<file path="src/rtl/pc_fetch_if.sv">
// Bundle between the fetch controller, the next-PC logic, decode and the instruction memory.
// Read handshake: Imem_Rd is a one-cycle request at Imem_Addr; the memory answers later with a
// one-cycle Imem_Done carrying Imem_Data. Only a Done seen while a read is outstanding is used.
interface pc_fetch_if;
  logic [15:0] Nxt_PC;
  logic        Stall;
  logic        Halt;
  logic        Siic;
  logic [15:0] Imem_Data;
  logic        Imem_Done;
  logic        Imem_Rd;
  logic [15:0] Imem_Addr;
  logic [15:0] Curr_PC;
  logic [15:0] Instr;
  logic        Instr_Valid;
  logic [15:0] EPC;
  logic        Halted;
  logic        Align_Err;
  logic [15:0] Instr_Cnt;

  modport master (
    output Nxt_PC, Stall, Halt, Siic, Imem_Data, Imem_Done,
    input  Imem_Rd, Imem_Addr, Curr_PC, Instr, Instr_Valid, EPC, Halted, Align_Err, Instr_Cnt
  );

  modport slave (
    input  Nxt_PC, Stall, Halt, Siic, Imem_Data, Imem_Done,
    output Imem_Rd, Imem_Addr, Curr_PC, Instr, Instr_Valid, EPC, Halted, Align_Err, Instr_Cnt
  );
endinterface

</file>
<file path="src/rtl/pc_fetch_ctrl.sv">
// PC/EPC holder and fetch sequencer: FETCH issues a read, WAIT captures the word,
// EXEC retires it (halt, stall, exception or normal), HALT is terminal until reset.
module pc_fetch_ctrl #(
  parameter logic [15:0] RESET_PC   = 16'h0000,
  parameter logic [15:0] EXC_VECTOR = 16'h0002
) (
  input  logic       clk,
  input  logic       rst,
  pc_fetch_if.slave  bus,
  output logic [1:0] state_dbg
);

  localparam logic [1:0] S_FETCH = 2'd0;
  localparam logic [1:0] S_WAIT  = 2'd1;
  localparam logic [1:0] S_EXEC  = 2'd2;
  localparam logic [1:0] S_HALT  = 2'd3;

  logic [1:0]  state_q,       state_d;
  logic [15:0] curr_pc_q,     curr_pc_d;
  logic [15:0] epc_q,         epc_d;
  logic [15:0] instr_q,       instr_d;
  logic        instr_valid_q, instr_valid_d;
  logic        halted_q,      halted_d;
  logic        align_err_q,   align_err_d;
  logic [15:0] instr_cnt_q,   instr_cnt_d;

  always_comb begin
    state_d       = state_q;
    curr_pc_d     = curr_pc_q;
    epc_d         = epc_q;
    instr_d       = instr_q;
    instr_valid_d = instr_valid_q;
    halted_d      = halted_q;
    align_err_d   = align_err_q;
    instr_cnt_d   = instr_cnt_q;

    case (state_q)
      S_FETCH: state_d = S_WAIT;
      S_WAIT: begin
        if (bus.Imem_Done) begin
          instr_d       = bus.Imem_Data;
          instr_valid_d = 1'b1;
          state_d       = S_EXEC;
        end
      end
      S_EXEC: begin
        if (bus.Halt) begin
          halted_d      = 1'b1;
          instr_valid_d = 1'b0;
          instr_cnt_d   = instr_cnt_q + 16'd1;
          state_d       = S_HALT;
        end else if (!bus.Stall) begin
          instr_valid_d = 1'b0;
          instr_cnt_d   = instr_cnt_q + 16'd1;
          // An odd target is kept in Curr_PC so the faulting address is visible after the stop.
          if (bus.Nxt_PC[0]) begin
            align_err_d = 1'b1;
            halted_d    = 1'b1;
            curr_pc_d   = bus.Nxt_PC;
            state_d     = S_HALT;
          end else if (bus.Siic) begin
            epc_d     = bus.Nxt_PC;
            curr_pc_d = EXC_VECTOR;
            state_d   = S_FETCH;
          end else begin
            curr_pc_d = bus.Nxt_PC;
            state_d   = S_FETCH;
          end
        end
      end
      default: state_d = S_HALT;
    endcase
  end

  always_ff @(posedge clk) begin
    if (rst) begin
      state_q       <= S_FETCH;
      curr_pc_q     <= RESET_PC;
      epc_q         <= 16'h0000;
      instr_q       <= 16'h0000;
      instr_valid_q <= 1'b0;
      halted_q      <= 1'b0;
      align_err_q   <= 1'b0;
      instr_cnt_q   <= 16'h0000;
    end else begin
      state_q       <= state_d;
      curr_pc_q     <= curr_pc_d;
      epc_q         <= epc_d;
      instr_q       <= instr_d;
      instr_valid_q <= instr_valid_d;
      halted_q      <= halted_d;
      align_err_q   <= align_err_d;
      instr_cnt_q   <= instr_cnt_d;
    end
  end

  // No read request leaves the block while reset is held.
  assign bus.Imem_Rd     = (state_q == S_FETCH) && !rst;
  assign bus.Imem_Addr   = curr_pc_q;
  assign bus.Curr_PC     = curr_pc_q;
  assign bus.Instr       = instr_q;
  assign bus.Instr_Valid = instr_valid_q;
  assign bus.EPC         = epc_q;
  assign bus.Halted      = halted_q;
  assign bus.Align_Err   = align_err_q;
  assign bus.Instr_Cnt   = instr_cnt_q;
  assign state_dbg       = state_q;

endmodule

</file>
<file path="src/flat_wrapper.sv">
// flat-port wrapper written by rule: the top's interface ports become plain ports
module pc_fetch_ctrl_flat 
#(
  parameter logic [15:0] RESET_PC   = 16'h0000,
  parameter logic [15:0] EXC_VECTOR = 16'h0002
)
  (clk, rst, state_dbg, bus_Nxt_PC, bus_Stall, bus_Halt, bus_Siic, bus_Imem_Data, bus_Imem_Done, bus_Imem_Rd, bus_Imem_Addr, bus_Curr_PC, bus_Instr, bus_Instr_Valid, bus_EPC, bus_Halted, bus_Align_Err, bus_Instr_Cnt);
  pc_fetch_if bus_i ();
  input  logic clk;
  input  logic rst;
  output logic [1:0] state_dbg;
  input wire logic [$bits(bus_i.Nxt_PC)-1:0] bus_Nxt_PC;
  input wire logic [$bits(bus_i.Stall)-1:0] bus_Stall;
  input wire logic [$bits(bus_i.Halt)-1:0] bus_Halt;
  input wire logic [$bits(bus_i.Siic)-1:0] bus_Siic;
  input wire logic [$bits(bus_i.Imem_Data)-1:0] bus_Imem_Data;
  input wire logic [$bits(bus_i.Imem_Done)-1:0] bus_Imem_Done;
  output wire logic [$bits(bus_i.Imem_Rd)-1:0] bus_Imem_Rd;
  output wire logic [$bits(bus_i.Imem_Addr)-1:0] bus_Imem_Addr;
  output wire logic [$bits(bus_i.Curr_PC)-1:0] bus_Curr_PC;
  output wire logic [$bits(bus_i.Instr)-1:0] bus_Instr;
  output wire logic [$bits(bus_i.Instr_Valid)-1:0] bus_Instr_Valid;
  output wire logic [$bits(bus_i.EPC)-1:0] bus_EPC;
  output wire logic [$bits(bus_i.Halted)-1:0] bus_Halted;
  output wire logic [$bits(bus_i.Align_Err)-1:0] bus_Align_Err;
  output wire logic [$bits(bus_i.Instr_Cnt)-1:0] bus_Instr_Cnt;
  assign bus_i.Nxt_PC = bus_Nxt_PC;
  assign bus_i.Stall = bus_Stall;
  assign bus_i.Halt = bus_Halt;
  assign bus_i.Siic = bus_Siic;
  assign bus_i.Imem_Data = bus_Imem_Data;
  assign bus_i.Imem_Done = bus_Imem_Done;
  assign bus_Imem_Rd = bus_i.Imem_Rd;
  assign bus_Imem_Addr = bus_i.Imem_Addr;
  assign bus_Curr_PC = bus_i.Curr_PC;
  assign bus_Instr = bus_i.Instr;
  assign bus_Instr_Valid = bus_i.Instr_Valid;
  assign bus_EPC = bus_i.EPC;
  assign bus_Halted = bus_i.Halted;
  assign bus_Align_Err = bus_i.Align_Err;
  assign bus_Instr_Cnt = bus_i.Instr_Cnt;
  pc_fetch_ctrl #(.RESET_PC(RESET_PC), .EXC_VECTOR(EXC_VECTOR)) u_core (.clk(clk), .rst(rst), .bus(bus_i), .state_dbg(state_dbg));
endmodule
</file>
<file path="config.mk">
export PLATFORM = sky130hd
export DESIGN_NAME = pc_fetch_ctrl_flat
export DESIGN_NICKNAME = d
export VERILOG_FILES = /design/src/rtl/pc_fetch_if.sv /design/src/rtl/pc_fetch_ctrl.sv /design/src/flat_wrapper.sv
export SDC_FILE = /design/constraint.sdc
export NUM_CORES = 1
export LEC_CHECK = 0
export CORE_MARGIN = 4
export CORE_UTILIZATION = 39
export CTS_BUF_LIST = sky130_fd_sc_hd__clkbuf_4
export DETAILED_ROUTE_END_ITERATION = 7
export HOLD_SLACK_MARGIN = 0.05
export PLACE_DENSITY = 0.86
export SETUP_SLACK_MARGIN = 0.5
export SYNTH_ARGS = -nofsm -noshare
export SYNTH_HDL_FRONTEND = slang
export SYNTH_SLANG_ARGS = --single-unit
</file>
<file path="constraint.sdc">
create_clock -name clk -period 1.8 [get_ports clk]
set_input_delay 0.27 -clock clk [delete_from_list [all_inputs] [get_ports clk]]
set_output_delay 0.27 -clock clk [all_outputs]
set_load 0.05 [all_outputs]
</file>
### Word-level counts from Yosys, hierarchy flattened

Cells that the tools add are included.

* bits in registers: 68
* bits of input ports: 38

* add/sub/neg operators: 1
* eq/ne operators: 5
* mux-type cells: 16
* bitwise operators: 3
* reductions and logical operators: 13

Operators with widths (count)
* $mux 16: 4
* $add 16x1->16 const B: 1
* $reduce_and 3->1: 3
* $mux 2: 4
* $mux 1: 6
* $pmux 2 s3: 1
* $reduce_and 2->1: 3
* $reduce_and 5->1: 1
* $reduce_and 4->1: 1
* $reduce_bool 2->1: 2
* $ne 3x3->1 const B: 1
* $not 1->1: 3
* $eq 2x1->1 const B: 1
* $eq 2x2->1 const B: 1
* $logic_not 2->1: 1
* $ne 2x1->1 const B: 1
* $ne 2x2->1 const B: 1
* $pmux 1 s2: 1
* $logic_and 1x1->1: 1
* $logic_not 1->1: 1

### Depth between registers and ports, before layout

Gate-level depths: netlist of the first run.

* word-level depth: 4
* gate-level depth with buffers: 6

### Least setup slack after synthesis of the first run

Ideal clock, no wire load.

* kind: register to register
* start point: register u_core.instr_cnt_q[0] (netlist: u_core.bus.Instr_Cnt[0])
* end point: register u_core.instr_cnt_q[14] (netlist: u_core.bus.Instr_Cnt[14])
* library setup time: 0.070 ns
* arrival time: 2.102 ns
* required time: 1.730 ns
* path slack: -0.372 ns
* stages on the path, launching flop included: 6
* period minus slack after synthesis: 2.172 ns
* cells stage by stage: dfxtp_1 > ha_1 > nand3_1 > or4b_4 > or4_1 > a21oi_1

* longest elaborated chain between the ends: 3

Ends and longest elaborated chain
* start, declared: RTL line pc_fetch_ctrl.sv:25 `logic [15:0] instr_cnt_q, instr_cnt_d;`
* start signal, assigned: RTL line pc_fetch_ctrl.sv:93 `instr_cnt_q <= instr_cnt_d;`
* $add 16x1->16 (*): RTL line pc_fetch_ctrl.sv:50, pc_fetch_ctrl.sv:54
* $mux 16: RTL line pc_fetch_ctrl.sv:52 `end else if (!bus.Stall) begin`
* $mux 16 (*): RTL line pc_fetch_ctrl.sv:47 `if (bus.Halt) begin`

Every way passes the cells marked *; elsewhere a longest branch is shown, timed or not. The select of a mux whose other input is x is not followed.
A chain may end at the register's enable or synchronous reset.

### Worst setup path after layout of the first run

* start point: register u_core.instr_cnt_q[1] (netlist: u_core.bus.Instr_Cnt[1])
* end point: register u_core.instr_cnt_q[11] (netlist: u_core.bus.Instr_Cnt[11])

The elaborated chain is that of the path after synthesis.

==> results of run 1 <==
-- layout by cell type (no fill, tap or decap), types with 5 or more instances in the layout --
cell	netlist	routed
sky130_fd_sc_hd__buf_8	0	5
sky130_fd_sc_hd__a21oi_2	0	41
sky130_fd_sc_hd__nand3_4	0	9
sky130_fd_sc_hd__nor2_1	13	11
sky130_fd_sc_hd__clkdlybuf4s50_1	0	35
sky130_fd_sc_hd__buf_12	0	5
sky130_fd_sc_hd__buf_4	17	57
sky130_fd_sc_hd__o21ai_0	7	6
sky130_fd_sc_hd__clkbuf_4	0	13
sky130_fd_sc_hd__nand2_2	0	32
sky130_fd_sc_hd__nand2_4	0	31
sky130_fd_sc_hd__dfxtp_2	0	25
sky130_fd_sc_hd__nand2_1	85	21
sky130_fd_sc_hd__nand3_2	0	6
sky130_fd_sc_hd__dfxtp_1	68	35
sky130_fd_sc_hd__buf_6	1	57
sky130_fd_sc_hd__a21oi_1	58	17
sky130_fd_sc_hd__dfxtp_4	0	8
-- registers in the layout, summed over array words and instances, names as in the netlist --
signal / cells
u_core.state_dbg: 2
u_core.bus.EPC: 15
u_core.bus.Instr_Cnt: 16
u_core.bus.Align_Err: 1
u_core.bus.Instr: 16
u_core.bus.Instr_Valid: 1
u_core.bus.Curr_PC: 16
u_core.bus.Halted: 1
-- routing by layer --
metal / part of all wire [%] / track usage (%) / vias to the layer above
met5: 0 / 0 / -
met1: 37 / 24.8 / 1501
li1: - / - / 1421
met2: 53 / 36.6 / 157
met3: 7.3 / 6.30 / 32
met4: 3.0 / 10.1 / 0
-- stage by stage --
step	total power [mW]	setup WS, ns	instances	TNS (ns)	area, um2
after floorplan	1.84	-0.0324	336	-0.0400	2870
after global placement	2.03	-0.242	541	-5.83	4090
after CTS	3.04	0.0525	575	0	4530
after detailed placement	2.04	-0.275	541	-7.03	4090
after global routing	3.27	-0.0133	585	-0.0184	5340
final	3.17	0.0524	585	0	5340
-- path summary, 6_finish.rpt --
kind	to	depth (start not counted)	slack, ns
max	u_core.bus.Instr_Cnt[11]$_SDFFE_PP0P_	7	0.05
min	u_core.state_dbg[1]$_SDFFE_PP0P_	3	0.24
max reg2reg	u_core.bus.Instr_Cnt[11]$_SDFFE_PP0P_	7	0.05
min reg2reg	u_core.bus.Instr[1]$_SDFFE_PP0P_	2	0.46
-- logic make-up (layout without fill, tap and decap cells) --
family	count (synthesis)	after routing	share of synthesized area [%]
AND/OR/NAND/NOR	152	153	25.7
adder cells (fa/ha/maj)	1	1	0.460
AO/OA/AOI/OAI	69	69	13.1
multiplexers	1	1	0.414
flip-flops	68	68	50.1
other	1	1	0.138
buffers and inverters	37	189	7.78
XOR/XNOR	7	7	2.26
-- critical path, delay by kind of cell, from the launching register on --
| family | cells | cell delay (ns) |
|---|---|---|
| flip-flops | 1 | 0.38 |
| buffers and inverters | 3 | 0.41 |
| AND/OR/NAND/NOR | 3 | 0.75 |
| AO/OA/AOI/OAI | 1 | 0.13 |
-- timing repair --
item	4_1_cts	5_1_grt
gates cloned	3	2
buffers inserted	15	8
resized for setup	441	232
pin swaps	40	50
endpoints found under the setup margin	119	122
-- cell type report --
type	instances	area [um2]	share of cell area, %
Sequential cell	68	1420	26.6
Timing Repair Buffer	171	1740	32.5
Clock inverter	7	67.6	1.26
Tap cell	96	120	2.25
Inverter	2	7.51	0.141
Clock buffer	9	67.6	1.26
Multi-Input combinational cell	232	1920	36.0
-- power breakdown --
| group | internal [mW] | total [mW] | switching, mW |
|---|---|---|---|
| Clock | 0.416 | 0.996 | 0.581 |
| Combinational | 0.257 | 0.621 | 0.364 |
| Sequential | 1.53 | 1.55 | 0.0266 |
| Total | 2.20 | 3.17 | 0.971 |
==> out/summary.md, run 1 <==
### Setup path
- 2.08 ns — WP data arrival
- u_core.bus.Instr_Cnt[1]$_SDFFE_PP0P_ — startpoint of the lowest-slack register-to-register path
- sky130_fd_sc_hd__dfxtp_4 — Crit-path slowest cell
- u_core.bus.Instr_Cnt[1]$_SDFFE_PP0P_ — launch point of the worst path
- sky130_fd_sc_hd__buf_6 — Top cell by count, worst path
- buf_4, buf_6, and4_4, nand4_1, buf_6, or3_1, a21oi_1 — critical path cell sequence
- 6 — Max FO, Critical Path
- flip-flop — type of destination of the critical path
- flip-flop to flip-flop — Worst Setup Path Type
- 0.38 ns — peak per-stage delay on the critical path
- flip-flop — nature of the critical path startpoint
- 2.13 ns — required time of the critical path

### Run
- 0 — max-cap violations

### Place
- 5.98 mm — detailed placement HPWL
- 122 — Port Buffers
- 0.838 — global placer's final weighted congestion

### Synthesis
- 0% — async set-reset flop share out of synthesis
- sky130_fd_sc_hd__dfxtp_1 — most area-hungry cell type in the Yosys netlist
- sky130_fd_sc_hd__nand2_1 — most frequent cell after synthesis
- 0 — EDFF count, synth
- sky130_fd_sc_hd__dfxtp_1 (50%), sky130_fd_sc_hd__nand2_1 (12%), sky130_fd_sc_hd__a21oi_1 (11%) — top cells by area in the synthesized netlist
- sky130_fd_sc_hd__dfxtp_1 — Post-synth top flop
- sky130_fd_sc_hd__nand2_1 (85), sky130_fd_sc_hd__dfxtp_1 (68), sky130_fd_sc_hd__a21oi_1 (58), sky130_fd_sc_hd__nand3_1 (19), sky130_fd_sc_hd__buf_4 (17) — most frequent cells after synthesis
- 32 — number of distinct library cell variants in the gate-level netlist after synthesis
- 68 — post-synthesis sequential element count
- 50.1% — share of synthesized area occupied by flip-flops and latches
- 336 — instance count of the mapped netlist
- 375 — net count after synthesis
- 0 — Syn. warnings
- 8.09 um2 — mean instance size in the synthesized netlist
- 50.1% — area share of the largest cell type after synthesis
- 2720 um2 — area of the mapped netlist

### Global route
- 2972 — number of global-route vias before repair
- 31 — largest net degree at the start of global routing
- 21.6% — combined global-route utilization of all metal layers
- 0 — Overflow after GRT
- 0 — antenna violations before repair
- 14.6 mm — global-route wire length before repair

### Clock network
- 68 — number of clock sinks
- 0.12 ns — clock transition time at the flip-flop clock pins of the worst setup and hold paths
- 0 — hold buffer count at CTS
- sky130_fd_sc_hd__clkbuf_4 — clock root buffer
- 3 — H-tree lvl count
- 0.41 ns — clock latency at the later pin of the worst-skew pair
- 9 — TritonCTS Buffers
- yes — TritonCTS clock tree
- 2 — Max clock buf depth

### Floorplanning
- 8370 um2 — Die Area
- 30 — row count
- 91.5 um — horizontal die dimension
- 40.0% — starting density of the core
- 6790 um2 — core region area
- 124 — Top-Level Pins
- 91.5 um — Die Span Y

### Final layout
- 424 — total of fill cells in the finished design
- 0 — count of inserted antenna diode cells
- 523 — net count reported at finish
- 66.5% — share of final-layout standard cells stronger than drive strength 1
- 78.6% — post-layout utilization of the core
- 96.5% — area added between synthesis and finish

### Route
- 5.32 — via/cell ratio
- 18.7 um — per-cell routed wire length
- 0 — post-route ant nets
- 62 — drt initial violations
- 0 — total DRC errors in the routed layout
- 5 — length of the first detailed-routing pass in iterations
- 3111 — number of vias in the routed layout
- 10.9 mm — aggregate routed wire length

### Timing
- yes — unrepaired setup endpoints after global routing
- 572 MHz — maximum operating frequency
- 0.0187 ns — post-route clock skew
- 0 — Final setup viols
- 0 — max-slew violation total from the final report
- 97.1% — final worst path period share
- 1.75 ns — final worst path period need
- 0.235 ns — WHS
- 0 — count of endpoints failing hold in the final timing report

### Power
- 0.473 mV — Max IR drop VDD
- 2.05 nW — standby leakage power
- 594 nW/um2 — PwrDens

### Hold path
- bus_Stall — worst min-delay path startpoint
- primary input to flip-flop — Hold Crit Class

### Outcome
- finished clean — status

No activity file was read; power rests on OpenSTA's default activity.
==> inputs of run 2 (changes only) <==
--- a/config.mk
+++ b/config.mk
@@ -6,11 +6,11 @@
 export NUM_CORES = 1
 export LEC_CHECK = 0
 export CORE_MARGIN = 4
-export CORE_UTILIZATION = 39
+export CORE_UTILIZATION = 43
 export CTS_BUF_LIST = sky130_fd_sc_hd__clkbuf_4
 export DETAILED_ROUTE_END_ITERATION = 7
 export HOLD_SLACK_MARGIN = 0.05
-export PLACE_DENSITY = 0.86
+export PLACE_DENSITY = 0.9
 export SETUP_SLACK_MARGIN = 0.5
 export SYNTH_ARGS = -nofsm -noshare
 export SYNTH_HDL_FRONTEND = slang
==> constraint.sdc (replaced) <==
create_clock -name clk -period 1.98 [get_ports clk]
set_input_delay 0.297 -clock clk [delete_from_list [all_inputs] [get_ports clk]]
set_output_delay 0.297 -clock clk [all_outputs]
set_load 0.05 [all_outputs]
==> run 2 against run 1 <==
Register-to-register slack improved by 0.16 ns. Critical endpoint is now u_core.bus.Instr_Cnt[14]$_SDFFE_PP0P_. Combinational power decreased by 30%. Cell count decreased by 6.0%. Design area fell by 19%.
==> out/summary.md, run 2 (synthesized netlist as in run 1, its figures left out) <==
### Place
- 122 — Port Buffers, unchanged
- 515 — placed cell count, -4.8%
- 4040 um2 — Cell Area, Placed, -1.2%
- 0.834 — global placer's final weighted congestion, -0.50%
- 5.92 mm — detailed placement HPWL, -0.90%

### Timing
- 90.5% — final worst path period share
- 0 — max-slew violation total from the final report, unchanged
- 0 — Final setup viols, unchanged
- yes — unrepaired setup endpoints after global routing
- 0.258 ns — WHS, +0.0226 ns
- 558 MHz — maximum operating frequency
- 0.0173 ns — post-route clock skew, -0.00136 ns
- 1.79 ns — final worst path period need
- 0 — count of endpoints failing hold in the final timing report, unchanged

### Clock network
- 0.11 ns — clock transition time at the flip-flop clock pins of the worst setup and hold paths, about the same
- 9 — TritonCTS Buffers, unchanged
- sky130_fd_sc_hd__clkbuf_4 — clock root buffer
- yes — TritonCTS clock tree
- 68 — number of clock sinks, unchanged
- 3 — H-tree lvl count, unchanged
- 0 — hold buffer count at CTS, unchanged
- 0.41 ns — clock latency at the later pin of the worst-skew pair, about the same
- 2 — Max clock buf depth, unchanged

### Global route
- 0 — Overflow after GRT, unchanged
- 13.8 mm — global-route wire length before repair, -5.8%
- 2793 — number of global-route vias before repair, -6.0%
- 22.9% — combined global-route utilization of all metal layers, +1.3 points
- 0 — antenna violations before repair, unchanged
- 31 — largest net degree at the start of global routing, unchanged

### Setup path
- primary input to flip-flop — Worst Setup Path Type
- primary input — nature of the critical path startpoint
- 2.33 ns — required time of the critical path, +0.20 ns
- sky130_fd_sc_hd__or4b_4 — Crit-path slowest cell
- clkdlybuf4s50_1, nor2b_1, or4b_4, or4_4, a21oi_2 — critical path cell sequence
- simple AND/OR/NAND/NOR gates — critical path's top delay family
- flip-flop — type of destination of the critical path
- 6 — Max FO, Critical Path, unchanged
- 1 — combined buffer and inverter count along the critical path, -2
- 2.14 ns — WP data arrival, +0.06 ns
- 0.57 ns — peak per-stage delay on the critical path, +0.19 ns

### Power
- 0.437 mV — Max IR drop VDD, -7.6%
- 1.83 nW — standby leakage power, -11%
- 659 nW/um2 — PwrDens, +11%
- 2.86 mW — Power Total, -9.7%

### Route
- 5.51 — via/cell ratio, +3.7%
- 17.2 um — per-cell routed wire length, -8.2%
- 5 — length of the first detailed-routing pass in iterations, unchanged
- 3033 — number of vias in the routed layout, -2.5%
- 0 — post-route ant nets, unchanged
- 126 — drt initial violations, +100%
- 0 — total DRC errors in the routed layout, unchanged
- 9.45 mm — aggregate routed wire length, -14%

### Final layout
- 442 — total of fill cells in the finished design, +4.2%
- 42.7% — share of final-layout standard cells stronger than drive strength 1, -24 points
- 4340 um2 — area of all placed cells without fillers, -19%
- 59.9% — area added between synthesis and finish
- sky130_fd_sc_hd__buf_2 — most common cell after layout, fill and taps aside
- 550 — number of standard cells in the layout, taps in and fillers out, -6.0%
- 0 — count of inserted antenna diode cells, unchanged
- sky130_fd_sc_hd__buf_2 (70), sky130_fd_sc_hd__nand2_1 (62), sky130_fd_sc_hd__dfxtp_1 (54), sky130_fd_sc_hd__a21oi_1 (42), sky130_fd_sc_hd__clkdlybuf4s50_1 (36) — top library cells by usage in the layout, fill and taps aside
- 509 — net count reported at finish, -2.7%
- 72.1% — post-layout utilization of the core, -6.5 points

### Floorplanning
- 87.5 um — horizontal die dimension, -4.3%
- 6030 um2 — core region area, -11%
- 45.1% — starting density of the core, +5.1 points
- 124 — Top-Level Pins, unchanged
- 28 — row count, -6.7%
- 7660 um2 — Die Area, -8.5%
- 87.5 um — Die Span Y, -4.3%

### Run
- 0 — max-cap violations, unchanged

### Hold path
- primary input to flip-flop — Hold Crit Class

### Outcome
- finished clean — status

## run 2: report_power, final
group / switching [mW] / internal, mW
clock: 0.509 / 0.508
sequential: 0.0219 / 1.39
combinational: 0.266 / 0.170
## run 2: final timing paths
path | cells after the start | from | slack (ns) | end
max reg2reg | 5 | u_core.bus.Instr_Cnt[1]$_SDFFE_PP0P_ | 0.21 | u_core.bus.Instr_Cnt[14]$_SDFFE_PP0P_
min reg2reg | 2 | u_core.bus.Halted$_SDFFE_PP0P_ | 0.46 | u_core.bus.Halted$_SDFFE_PP0P_
max | 5 | bus_Stall | 0.19 | u_core.bus.Instr_Cnt[14]$_SDFFE_PP0P_
min | 2 | rst | 0.26 | u_core.bus.Instr_Cnt[13]$_SDFFE_PP0P_
## run 2: stage by stage
| stage | TNS (ns) | setup slack, ns |
|---|---|---|
| floorplan | 0 | 0.148 |
| global placement | -0.0872 | -0.0649 |
| detailed placement | -0.873 | -0.173 |
| CTS | 0 | 0.236 |
| global route | 0 | 0.159 |
| finish | 0 | 0.187 |
## run 2: layout make-up
class,instances,area [um2],share of cell area (%)
repair buffers,158,1240,28.6
flip-flops and latches,68,1400,32.1
multi-input cells,231,1440,33.2
clock inverters,7,91.3,2.10
clock buffers,9,67.6,1.56
inverters,2,7.51,0.173
well taps,75,93.8,2.16
## run 2: repair_timing
action / in CTS / in global routing
setup endpoints to repair: 120 / 113
gates cloned: 2 / 2
hold endpoints to repair: 0 / 0
buffers inserted: 9 / 6
pin swaps: 16 / 29
gates resized for setup: 334 / 163
## run 2: worst reg2reg max path, cell delays in order, from the launching register on
cell and delay (ns):
sky130_fd_sc_hd__dfxtp_4 0.40, sky130_fd_sc_hd__ha_4 0.15, sky130_fd_sc_hd__nand3_4 0.08, sky130_fd_sc_hd__or4b_4 0.53, sky130_fd_sc_hd__or4_4 0.44, sky130_fd_sc_hd__a21oi_2 0.12
## run 2: per-layer routing
metal	wire length [um]	up-vias	global-route usage [%]
met4	218	0	10.3
met3	1070	23	7.38
met2	4700	183	38.8
met1	3470	1437	26.2
li1	-	1390	-
met5	0	-	0
==> inputs of run 3 (changes only) <==
--- a/config.mk
+++ b/config.mk
@@ -5,6 +5,7 @@
 export SDC_FILE = /design/constraint.sdc
 export NUM_CORES = 1
 export LEC_CHECK = 0
+export CORE_ASPECT_RATIO = 2
 export CORE_MARGIN = 4
 export CORE_UTILIZATION = 43
 export CTS_BUF_LIST = sky130_fd_sc_hd__clkbuf_4
==> run 3 against run 2 <==
Design area up 1.5%. Flip-flop and latch count unchanged. Clock-buffer cell count unchanged. Power down 5.6%. Cell count increased by 2.2%. Fmax rose by 2.4%. Wire length shrank 0.58%. Non-clock buffer count grew 3.
==> out/summary.md, run 3 (synthesized netlist as in run 1, its figures left out) <==
### Outcome
- finished clean — status

### Route
- 9.40 mm — aggregate routed wire length, -0.58%
- 4 — length of the first detailed-routing pass in iterations, -1
- 2918 — number of vias in the routed layout, -3.8%
- 0 — post-route ant nets, unchanged
- 152 — drt initial violations, +21%
- 0 — total DRC errors in the routed layout, unchanged
- 5.19 — via/cell ratio, -5.8%
- 16.7 um — per-cell routed wire length, -2.7%

### Timing
- 1.75 ns — final worst path period need, -0.0418 ns
- 0.229 ns — PnR worst setup slack, +0.0418 ns
- 0 — Final setup viols, unchanged
- 0.0108 ns — post-route clock skew, -0.00658 ns
- 571 MHz — maximum operating frequency, +2.4%
- yes — unrepaired setup endpoints after global routing
- 0 — max-slew violation total from the final report, unchanged
- 88.4% — final worst path period share, -2.1 points
- 0 — count of endpoints failing hold in the final timing report, unchanged

### Clock network
- 2 — Max clock buf depth, unchanged
- 0.11 ns — clock transition time at the flip-flop clock pins of the worst setup and hold paths, about the same
- 3 — H-tree lvl count, unchanged
- sky130_fd_sc_hd__clkbuf_4 — clock root buffer
- 0.43 ns — clock latency at the later pin of the worst-skew pair, +0.02 ns
- 68 — number of clock sinks, unchanged
- 0 — hold buffer count at CTS, unchanged
- yes — TritonCTS clock tree
- 9 — TritonCTS Buffers, unchanged

### Setup path
- flip-flop to flip-flop — Worst Setup Path Type
- 5 — Max FO, Critical Path, -1
- 0.51 ns — peak per-stage delay on the critical path, -0.06 ns
- ha_4, nand3_4, or4b_4, buf_4, nor2_4, mux2_4 — critical path cell sequence
- 1 — combined buffer and inverter count along the critical path, unchanged
- flip-flop — type of destination of the critical path
- flip-flop — nature of the critical path startpoint
- 2.08 ns — WP data arrival, -0.06 ns
- 2.31 ns — required time of the critical path, -0.02 ns
- simple AND/OR/NAND/NOR gates — critical path's top delay family
- sky130_fd_sc_hd__or4b_4 — Crit-path slowest cell

### Final layout
- 4410 um2 — area of all placed cells without fillers, +1.5%
- 0 — count of inserted antenna diode cells, unchanged
- sky130_fd_sc_hd__buf_2 — most common cell after layout, fill and taps aside
- 562 — number of standard cells in the layout, taps in and fillers out, +2.2%
- 72.8% — post-layout utilization of the core, +0.70 points
- 512 — net count reported at finish, +0.59%
- sky130_fd_sc_hd__buf_2 (73), sky130_fd_sc_hd__nand2_1 (56), sky130_fd_sc_hd__dfxtp_1 (55), sky130_fd_sc_hd__clkdlybuf4s50_1 (35), sky130_fd_sc_hd__a21oi_2 (30) — top library cells by usage in the layout, fill and taps aside
- 62.2% — area added between synthesis and finish
- 46.4% — share of final-layout standard cells stronger than drive strength 1, +3.7 points

### Place
- -0.0972 ns — Worst Setup Slack post-DPL, +0.0755 ns
- 122 — Port Buffers, unchanged
- 526 — placed cell count, +2.1%
- 0.788 — global placer's final weighted congestion, -5.6%
- 4060 um2 — Cell Area, Placed, +0.65%
- 6.12 mm — detailed placement HPWL, +3.3%

### Global route
- 0 — antenna violations before repair, unchanged
- 0 — Overflow after GRT, unchanged
- 14.1 mm — global-route wire length before repair, +2.5%
- 29 — largest net degree at the start of global routing, -6.5%
- 23.5% — combined global-route utilization of all metal layers, +0.63 points
- 2890 — number of global-route vias before repair, +3.5%

### Floorplanning
- 44.9% — starting density of the core, -0.22 points
- 64.2 um — horizontal die dimension, -27%
- 6060 um2 — core region area, +0.50%
- 120 um — Die Span Y, +38%
- 7730 um2 — Die Area, +1.0%
- 124 — Top-Level Pins, unchanged
- 40 — row count, +43%

### Power
- 0.547 mV — Max IR drop VDD, +25%
- 2.70 mW — Power Total, -5.6%
- 1.87 nW — standby leakage power, +2.3%
- 613 nW/um2 — PwrDens, -7.0%

### Hold path
- primary input to flip-flop — Hold Crit Class

### Run
- 0 — max-cap violations, unchanged

-- run 3: timing repair --
item                                    CTS  global route
buffers inserted                         14             4
resized for setup                       384           158
endpoints found under the setup margin  121            91
cloned                                    2             0
pin swaps                                21            38
hold endpoints to repair                  0             0
-- run 3: layout make-up --
cell class | instances | area [um2]
sequential | 68 | 1400
inverter | 2 | 7.51
multi-input combinational | 231 | 1550
clock buffer | 9 | 67.6
timing repair buffer | 161 | 1230
fill | 467 | 1650
clock inverter | 7 | 56.3
tap | 84 | 105
-- run 3: metal layers --
metal / share of wire [%] / GRT usage [%]
met1: 33 / 22.2
met2: 59 / 44.8
met3: 5.6 / 7.62
met4: 2.2 / 9.80
met5: 0 / 0
-- run 3: power breakdown --
| part | total, mW | switching [mW] | internal (mW) |
|---|---|---|---|
| Sequential | 1.41 | 0.0195 | 1.39 |
| Combinational | 0.443 | 0.275 | 0.168 |
| Clock | 0.851 | 0.484 | 0.367 |
-- run 3: path summary, 6_finish.rpt --
path | startpoint | slack [ns] | depth (start not counted) | to
max | u_core.bus.Instr_Cnt[1]$_SDFFE_PP0P_ | 0.23 | 6 | u_core.bus.Instr_Cnt[12]$_SDFFE_PP0P_
min | rst | 0.31 | 2 | u_core.bus.Instr_Cnt[4]$_SDFFE_PP0P_
max reg2reg | u_core.bus.Instr_Cnt[1]$_SDFFE_PP0P_ | 0.23 | 6 | u_core.bus.Instr_Cnt[12]$_SDFFE_PP0P_
min reg2reg | u_core.bus.Instr[6]$_SDFFE_PP0P_ | 0.46 | 2 | u_core.bus.Instr[6]$_SDFFE_PP0P_
-- run 3: through the flow --
| step | setup TNS (ns) | hold WS (ns) |
|---|---|---|
| 2_1_floorplan | 0 | 0.433 |
| 3_3_place_gp | -0.138 | 0.431 |
| 3_5_place_dp | -0.879 | 0.447 |
| 4_1_cts | 0 | 0.269 |
| 5_1_grt | 0 | 0.309 |
| 6_report | 0 | 0.306 |
